===== src/rtl/exc_ctrl.sv =====
// exc_ctrl: overflow/interrupt exception controller with eret handling
// and the CP0 Status(12)/Cause(13)/EPC(14) registers.
// Ports: clk, rst_n (async, active-low); EX-stage inputs ovf_i, ex_valid_i,
// pc_ex_i, eret_i, mtc0_i, cp0_addr_i, cp0_wdata_i; async int_i.
// Outputs: cp0_rdata_o, kill_o (comb), flush_o, redirect_o,
// redirect_pc_o, busy_o (registered).
// Build option: define EXC_EXT_INT_EN to enable external interrupts.
module exc_ctrl #(
    parameter logic [31:0] HANDLER_ADDR = 32'h0000_0080
) (
    input  logic        clk,
    input  logic        rst_n,
    input  logic        ovf_i,
    input  logic        ex_valid_i,
    input  logic [31:0] pc_ex_i,
    input  logic        eret_i,
    input  logic        int_i,
    input  logic        mtc0_i,
    input  logic [4:0]  cp0_addr_i,
    input  logic [31:0] cp0_wdata_i,
    output logic [31:0] cp0_rdata_o,
    output logic        kill_o,
    output logic        flush_o,
    output logic        redirect_o,
    output logic [31:0] redirect_pc_o,
    output logic        busy_o
);

    typedef enum logic [1:0] {
        S_IDLE,
        S_FLUSH,
        S_VECTOR,
        S_RETURN
    } state_t;

    state_t      state_q;
    logic        ie_q;
    logic        exl_q;
    logic [4:0]  code_q;
    logic [31:0] epc_q;
    logic        flush_q;
    logic        redir_q;
    logic [31:0] rpc_q;
    logic        busy_q;
    logic        ip;

`ifdef EXC_EXT_INT_EN
    logic sync1_q;
    logic sync2_q;

    always_ff @(posedge clk or negedge rst_n) begin
        if (!rst_n) begin
            sync1_q <= 1'b0;
            sync2_q <= 1'b0;
        end else begin
            sync1_q <= int_i;
            sync2_q <= sync1_q;
        end
    end

    assign ip = sync2_q;
`else
    // Interrupt input is ignored; IP is tied low so IE has no effect.
    assign ip = 1'b0 & int_i;
`endif

    logic accept;
    logic ovf_ev;
    logic int_ev;
    logic eret_ev;
    logic mtc0_ev;

    assign accept  = (state_q == S_IDLE) & ex_valid_i;
    assign ovf_ev  = accept & ovf_i & ~exl_q;
    assign int_ev  = accept & ~ovf_ev & ie_q & ~exl_q & ip;
    assign eret_ev = accept & ~ovf_ev & ~int_ev & eret_i;
    assign mtc0_ev = accept & ~ovf_ev & ~int_ev & ~eret_i & mtc0_i;

    // Gated by rst_n so every output is 0 while reset is held.
    assign kill_o = rst_n & ovf_i & ex_valid_i;

    always_ff @(posedge clk or negedge rst_n) begin
        if (!rst_n) begin
            state_q <= S_IDLE;
            ie_q    <= 1'b0;
            exl_q   <= 1'b0;
            code_q  <= 5'd0;
            epc_q   <= 32'd0;
            flush_q <= 1'b0;
            redir_q <= 1'b0;
            rpc_q   <= 32'd0;
            busy_q  <= 1'b0;
        end else begin
            flush_q <= 1'b0;
            redir_q <= 1'b0;
            rpc_q   <= 32'd0;
            busy_q  <= 1'b0;
            unique case (state_q)
                S_IDLE: begin
                    if (ovf_ev | int_ev) begin
                        epc_q   <= pc_ex_i;
                        code_q  <= ovf_ev ? 5'd12 : 5'd0;
                        exl_q   <= 1'b1;
                        state_q <= S_FLUSH;
                        flush_q <= 1'b1;
                        busy_q  <= 1'b1;
                    end else if (eret_ev) begin
                        exl_q   <= 1'b0;
                        state_q <= S_RETURN;
                        flush_q <= 1'b1;
                        redir_q <= 1'b1;
                        rpc_q   <= epc_q;
                        busy_q  <= 1'b1;
                    end else if (mtc0_ev) begin
                        if (cp0_addr_i == 5'd12) begin
                            ie_q  <= cp0_wdata_i[0];
                            exl_q <= cp0_wdata_i[1];
                        end else if (cp0_addr_i == 5'd14) begin
                            epc_q <= cp0_wdata_i;
                        end
                    end
                end
                S_FLUSH: begin
                    state_q <= S_VECTOR;
                    flush_q <= 1'b1;
                    redir_q <= 1'b1;
                    rpc_q   <= HANDLER_ADDR;
                    busy_q  <= 1'b1;
                end
                S_VECTOR, S_RETURN: begin
                    state_q <= S_IDLE;
                end
                default: begin
                    state_q <= S_IDLE;
                end
            endcase
        end
    end

    assign flush_o       = flush_q;
    assign redirect_o    = redir_q;
    assign redirect_pc_o = rpc_q;
    assign busy_o        = busy_q;

    always_comb begin
        cp0_rdata_o = 32'd0;
        case (cp0_addr_i)
            5'd12:   cp0_rdata_o = {30'd0, exl_q, ie_q};
            5'd13:   cp0_rdata_o = {21'd0, ip, 3'd0, code_q, 2'd0};
            5'd14:   cp0_rdata_o = epc_q;
            default: cp0_rdata_o = 32'd0;
        endcase
    end

endmodule


===== config.mk =====
export PLATFORM = sky130hd
export DESIGN_NAME = exc_ctrl
export DESIGN_NICKNAME = d
export VERILOG_FILES = /design/src/rtl/exc_ctrl.sv
export SDC_FILE = /design/constraint.sdc
export NUM_CORES = 1
export LEC_CHECK = 0
export CAP_MARGIN = 15
export CORE_ASPECT_RATIO = 1.75
export CORE_MARGIN = 1.5
export CORE_UTILIZATION = 38
export DETAILED_ROUTE_END_ITERATION = 10
export PLACE_DENSITY_LB_ADDON = 0.1
export SLEW_MARGIN = 10
export SYNTH_ARGS = -nofsm -noshare
export SYNTH_HDL_FRONTEND = slang
export SYNTH_SLANG_ARGS = --single-unit

===== constraint.sdc =====
create_clock -name clk -period 2.6 [get_ports clk]
set_input_delay 0.78 -clock clk [delete_from_list [all_inputs] [get_ports clk]]
set_output_delay 0.78 -clock clk [all_outputs]
set_load 0.01 [all_outputs]

==> flow_summary.toml, run 1 <==
[floorplanning]
pin_count = 144
die_h_um = 124
design.core.area_um2 = 8260
dieArea_um2 = 9010
rows = 44
initial_utilization_pct = 38.8
dieWidth_um = 72.4

[power]
ir_worst_vdd_v = 0.000500
comb_power_share_pct = 28.9
total_leakage_power_nw = 2.48
switching_share_pct = 26.3
power_frac_seq_pct = 42.2
p_int_mw = 2.95
p_sw_mw = 1.06
p_per_area_nw_per_um2 = 756
pwr-share-clk_pct = 28.9

[finish]
final_cells = 504
diodes = 0
layout-drive-gt1-share_pct = 41.7
fin_area_um2 = 5300
area_growth_pct = 65.4
nets = 485
n_fill_cell = 678

[placement]
dp.cells = 483
placed_cell_area_um2 = 4860
io_buffers = 142
routabilityCongestion = 0.751
hpwl_um = 5500

[yosys]
yosys.area.top_type = "dfrtp_1"
synth.most_common_cell = "dfrtp_1"
avgSynthCellArea_um2 = 13.2
synth_edf_count = 0
syn_nets = 318
synth_ff_type = "dfrtp_1"
synth.area.top_cells = "dfrtp_1 55%, mux2_2 21%, and2_1 12%"
syn-instance-count = 242
synthDistinctLibCells = 29
yosysTopAreaCellShare_pct = 55.5
netlist_top_cells_count = "71 x dfrtp_1, 60 x mux2_2, 59 x and2_1"
yosys_warnings = 0
yosysSeqAreaShare_pct = 55.5
synthArstFlopShare_pct = 100
ys_seq_elements = 71
netlist_area_um2 = 3200

[sta]
tightest_slew_ns = 0.899
setup-violations-final = 5
clock-skew-final_ns = 0.00633
slew-limit-headroom_pct = 40.0
fin_crit_ns = 2.63
layout_setup_ws_ns = -0.0291
clock.fmax_mhz = 380
rsz0062_at_grt = "true"
period_share_pct = 101
finalMaxSlewViolations = 0
hold_viol_final = 0

[grt]
grt_max_degree = 72
grt_first_pass_wirelength_um = 13200
grt_overflow_total = 0
grt_pass1_vias = 2583
antenna_found_initial = 0
globalRouteTotalUtil_pct = 19.7

[clock_tree]
cts_tree = "yes"
cts_buffer_depth = 2
clk_pin_slew_worst_paths_ns = 0.05
clock_sinks = 71
cts-buffers-inserted = 9
htree_levels = 3
cts_root_buf = "clkbuf_16"
cts_hold_buf = 0
clk_latency_ns = 0.33

[worst_setup_path]
crit_type = "in -> out"
cp_max_fo = 5
rr_worst_depth = 5
end_kind = "primary output"
cp-startpoint = "cp0_addr_i[2]"
r2r-end = "epc_q[4]"
critPathLaunchType = "input pin"
cp.required_ns = 1.82
crit_arrival_ns = 1.85
worstSetupEndpoint = "cp0_rdata_o[1]"
timing.rr.start = "state_q[1]"
r2r_slack_ns = 0.90

[outcome]
failed_checks = "negative setup slack"
outcome = "finished with violations"

[drt]
drt_first_iter_violations = 111
wire_per_inst_um = 16.6
routed_wl_um = 8380
drc = 0
num_vias = 2462
first_pass_iters = 4
viasPerCell = 4.88
drtAntennaViolNets = 0

[hold_path]
worstHoldPathType = "reg -> reg"

[job]
maxCapViolations = 0
==> cell type report <==
cell class              count  area (um2)  area share, %
repair buffers            170        1700           32.0
flip-flops and latches     71        1780           33.5
inverters                   1        3.75         0.0708
well taps                  92         115           2.17
clock buffers              14         284           5.36
multi-input cells         156        1420           26.8
==> state kept, by name, summed over array words and instances (netlist names) <==
signal and cells:
state_q 2, code_q 1, redirect_pc_o 32, exl_q 1, epc_q 32, busy_o 1, ie_q 1, redirect_o 1
==> worst max-delay path, stage by stage <==
cell and delay, ns:
buf_6 0.07, nand2_4 0.06, nor4b_4 0.28, buf_4 0.19, buf_12 0.11, buf_8 0.11
a22o_1 0.12, buf_2 0.12
==> metal layers <==
metal | wire (um) | global-route usage (%)
met1 | 3060 | 21.6
met2 | 4610 | 34.6
met3 | 469 | 5.18
met4 | 239 | 9.10
met5 | 0 | 0
==> cell usage in the layout, fill, tap and decap left out, drive strengths merged, types with 2 or more instances in the layout <==
| cell type | n |
|---|---|
| mux2 | 65 |
| and3 | 2 |
| a22o | 2 |
| nor2 | 4 |
| dfrtp | 71 |
| a21oi | 3 |
| a21o | 3 |
| or2b | 2 |
| nor3b | 2 |
| clkbuf | 14 |
| nand2 | 4 |
| clkdlybuf4s50 | 103 |
| buf | 66 |
| and2 | 59 |
| nor4 | 2 |
==> power groups by stage <==
stage	combinational, mW	sequential (mW)	clock [mW]
6_report	1.16	1.69	1.16
5_1_grt	1.25	1.74	1.23
4_1_cts	1.17	1.68	1.18
3_5_place_dp	1.16	1.70	0
3_3_place_gp	1.13	1.68	0
2_1_floorplan	0.604	1.69	0
==> worst min path at each step <==
stage | startpoint | endpoint | slack [ns] | cells after the start
3_5_place_dp | code_q[2] | code_q[2] | 0.45 | 1
2_1_floorplan | code_q[2] | code_q[2] | 0.43 | 1
6_report | code_q[2] | code_q[2] | 0.47 | 1
3_3_place_gp | code_q[2] | code_q[2] | 0.46 | 1
5_1_grt | code_q[2] | code_q[2] | 0.51 | 1
4_1_cts | code_q[2] | code_q[2] | 0.47 | 1
==> stage by stage <==
step           setup WS [ns]  hold WS [ns]  utilization (%)  power, mW  setup TNS [ns]
2_1_floorplan       0.000523         0.433                -       2.29               0
3_3_place_gp          -0.773         0.455             58.8       2.81          -23.47
3_5_place_dp          -0.798         0.454             58.8       2.85          -23.98
4_1_cts              -0.0419         0.470             63.1       4.03          -0.173
5_1_grt              -0.0760         0.506             64.2       4.23          -0.537
6_report             -0.0291         0.471             64.2       4.01         -0.0921
==> what timing repair did <==
item,CTS,global route
pin swaps,9,10
buffers inserted,6,0
gates resized for setup,179,35
gates cloned,4,0
setup endpoints to repair,33,32
==> logic make-up (layout without fill, tap and decap cells) <==
group                  Yosys count  after routing  share of synthesized area (%)
and+or+nand+nor                 81             81                           16.2
DFF                             71             71                           55.5
muxes                           65             65                           23.4
buffers and inverters           15            185                           2.70
AOI/OAI and AO/OA               10             10                           2.23
Note: power is estimated with default switching activity, not from simulation.
==> inputs of run 2 (changes only) <==
--- a/config.mk
+++ b/config.mk
@@ -10,7 +10,7 @@
 export CORE_MARGIN = 1.5
 export CORE_UTILIZATION = 38
 export DETAILED_ROUTE_END_ITERATION = 10
-export PLACE_DENSITY_LB_ADDON = 0.1
+export PLACE_DENSITY = 0.74
 export SLEW_MARGIN = 10
 export SYNTH_ARGS = -nofsm -noshare
 export SYNTH_HDL_FRONTEND = slang
==> run 2 against run 1 <==
Effect of this change: sequential share of layout area decreased by 0.17 points; critical path type unchanged; global-route usage increased by 0.60 points; the run still ends with negative setup slack left; non-clock buffer count unchanged; count of clock-buffer cells in the layout decreased by 1; worst hold slack got worse by 0.22 ns; setup slack got worse by 0.037 ns; critical endpoint is now cp0_rdata_o[12].
==> flow_summary.toml, run 2 (same netlist as run 1, synthesis figures left out) <==
[outcome]
outcome = "finished with violations"
failed_checks = "negative setup slack"

[placement]
placed_cell_area_um2 = 4830
hpwl_um = 6120
routabilityCongestion = 0.807
io_buffers = 142

[finish]
area_growth_pct = 66.3
fin_area_um2 = 5330
nets = 485
layout-drive-gt1-share_pct = 42.5
diodes = 0
final_common_cell = "clkdlybuf4s50_1"
layout_common_cells = "103 x clkdlybuf4s50_1, 71 x dfrtp_1, 60 x mux2_2"

[power]
ir_worst_vdd_v = 0.000562
comb_power_share_pct = 29.2
p_per_area_nw_per_um2 = 752
power_frac_seq_pct = 42.9
pwr-share-clk_pct = 27.9
total_leakage_power_nw = 2.48
p_int_mw = 2.91
p_sw_mw = 1.09
switching_share_pct = 27.3

[worst_setup_path]
crit_arrival_ns = 1.89
crit_buf_inv = 6
rr_worst_depth = 5
end_kind = "primary output"
cp_max_fo = 5
crit_family = "buffers and inverters"
crit_type = "in -> out"
crit_path_frequent_cell = "buf_8"
crit_cells = 9
cp.required_ns = 1.82
cpMaxStageDelayCell = "nor4b_4"
crit_chain = "buf_6 > nand2_4 > nor4b_4 > buf_4 > buf_8 > buf_12 > buf_8 > and2_1 > buf_2"
cp_slowest_stage_delay_ns = 0.25
critPathLaunchType = "input pin"

[floorplanning]
dieWidth_um = 72.4
pin_count = 144
dieArea_um2 = 9010
design.core.area_um2 = 8260
initial_utilization_pct = 38.8
rows = 44
die_h_um = 124

[clock_tree]
cts_root_buf = "clkbuf_16"
clock_sinks = 71
cts_hold_buf = 0
cts_tree = "yes"
cts_buffer_depth = 2
clk_latency_ns = 0.33
cts-buffers-inserted = 9
clk_pin_slew_worst_paths_ns = 0.05
htree_levels = 3

[grt]
antenna_found_initial = 0
grt_first_pass_wirelength_um = 13600
grt_pass1_vias = 2675
grt_overflow_total = 0
globalRouteTotalUtil_pct = 20.3
grt_max_degree = 71

[sta]
fin_crit_ns = 2.67
holdWs_ns = 0.248
hold_viol_final = 0
period_share_pct = 103
setup-violations-final = 21
clock-skew-final_ns = 0.00580
tightest_slew_ns = 0.875
finalMaxSlewViolations = 0
layout_setup_ws_ns = -0.0662
rsz0062_at_grt = "true"
slew-limit-headroom_pct = 41.7
clock.fmax_mhz = 375

[drt]
drc = 0
num_vias = 2490
drtAntennaViolNets = 0
viasPerCell = 4.92
first_pass_iters = 4
drt_first_iter_violations = 131
routed_wl_um = 8750
wire_per_inst_um = 17.3

[hold_path]
worstHoldPathType = "in -> async"

[job]
maxCapViolations = 0
run 2: power groups by stage:
stage | combinational (mW) | clock, mW | sequential, mW
after detailed placement | 1.16 | 0 | 1.72
after global routing | 1.26 | 1.20 | 1.77
after CTS | 1.17 | 1.14 | 1.71
after global placement | 1.13 | 0 | 1.70
final | 1.17 | 1.12 | 1.72
after floorplan | 0.604 | 0 | 1.69
run 2: through the flow:
step | setup TNS, ns | cells | power [mW] | utilization [%] | setup WS, ns
global route | -2.20 | 506 | 4.23 | 64.5 | -0.127
finish | -0.832 | 506 | 4.00 | 64.5 | -0.0662
floorplan | 0 | 242 | 2.29 | - | 0.000523
global placement | -22.89 | 480 | 2.83 | 58.5 | -0.736
CTS | -0.592 | 505 | 4.03 | 62.8 | -0.0467
detailed placement | -24.37 | 480 | 2.89 | 58.5 | -0.782
run 2: worst paths after layout:
| check | start | endpoint | slack, ns |
|---|---|---|---|
| max | cp0_addr_i[2] | cp0_rdata_o[12] | -0.07 |
| min | rst_n | redirect_pc_o[7] | 0.25 |
| max reg2reg | state_q[1] | epc_q[5] | 0.90 |
| min reg2reg | code_q[2] | code_q[2] | 0.48 |
| max in group asynchronous | rst_n | code_q[2] | 1.30 |
| min in group clk | code_q[2] | code_q[2] | 0.48 |
run 2: layout make-up:
class	count	area (um2)
sequential	71	1780
fill	662	2930
clock buffer	13	260
inverter	1	3.75
clock inverter	3	17.5
tap	92	115
multi-input combinational	156	1430
timing repair buffer	170	1720
run 2: layer usage:
layer  part of all wire, %  vias to the layer above  global-route usage, %  wire, um
met3                   3.2                       21                   2.18       283
met2                    59                       77                   38.8      5170
met4                   3.7                        0                   11.5       328
met5                     0                        -                      0         0
met1                    34                     1235                   20.2      2980
li1                      -                     1157                      -         -
run 2: timing repair:
| item | in CTS | in global routing |
|---|---|---|
| setup endpoints to repair | 33 | 32 |
| resized for setup | 187 | 35 |
| cloned | 4 | 0 |
| pin swaps | 11 | 9 |
| buffers inserted | 5 | 3 |
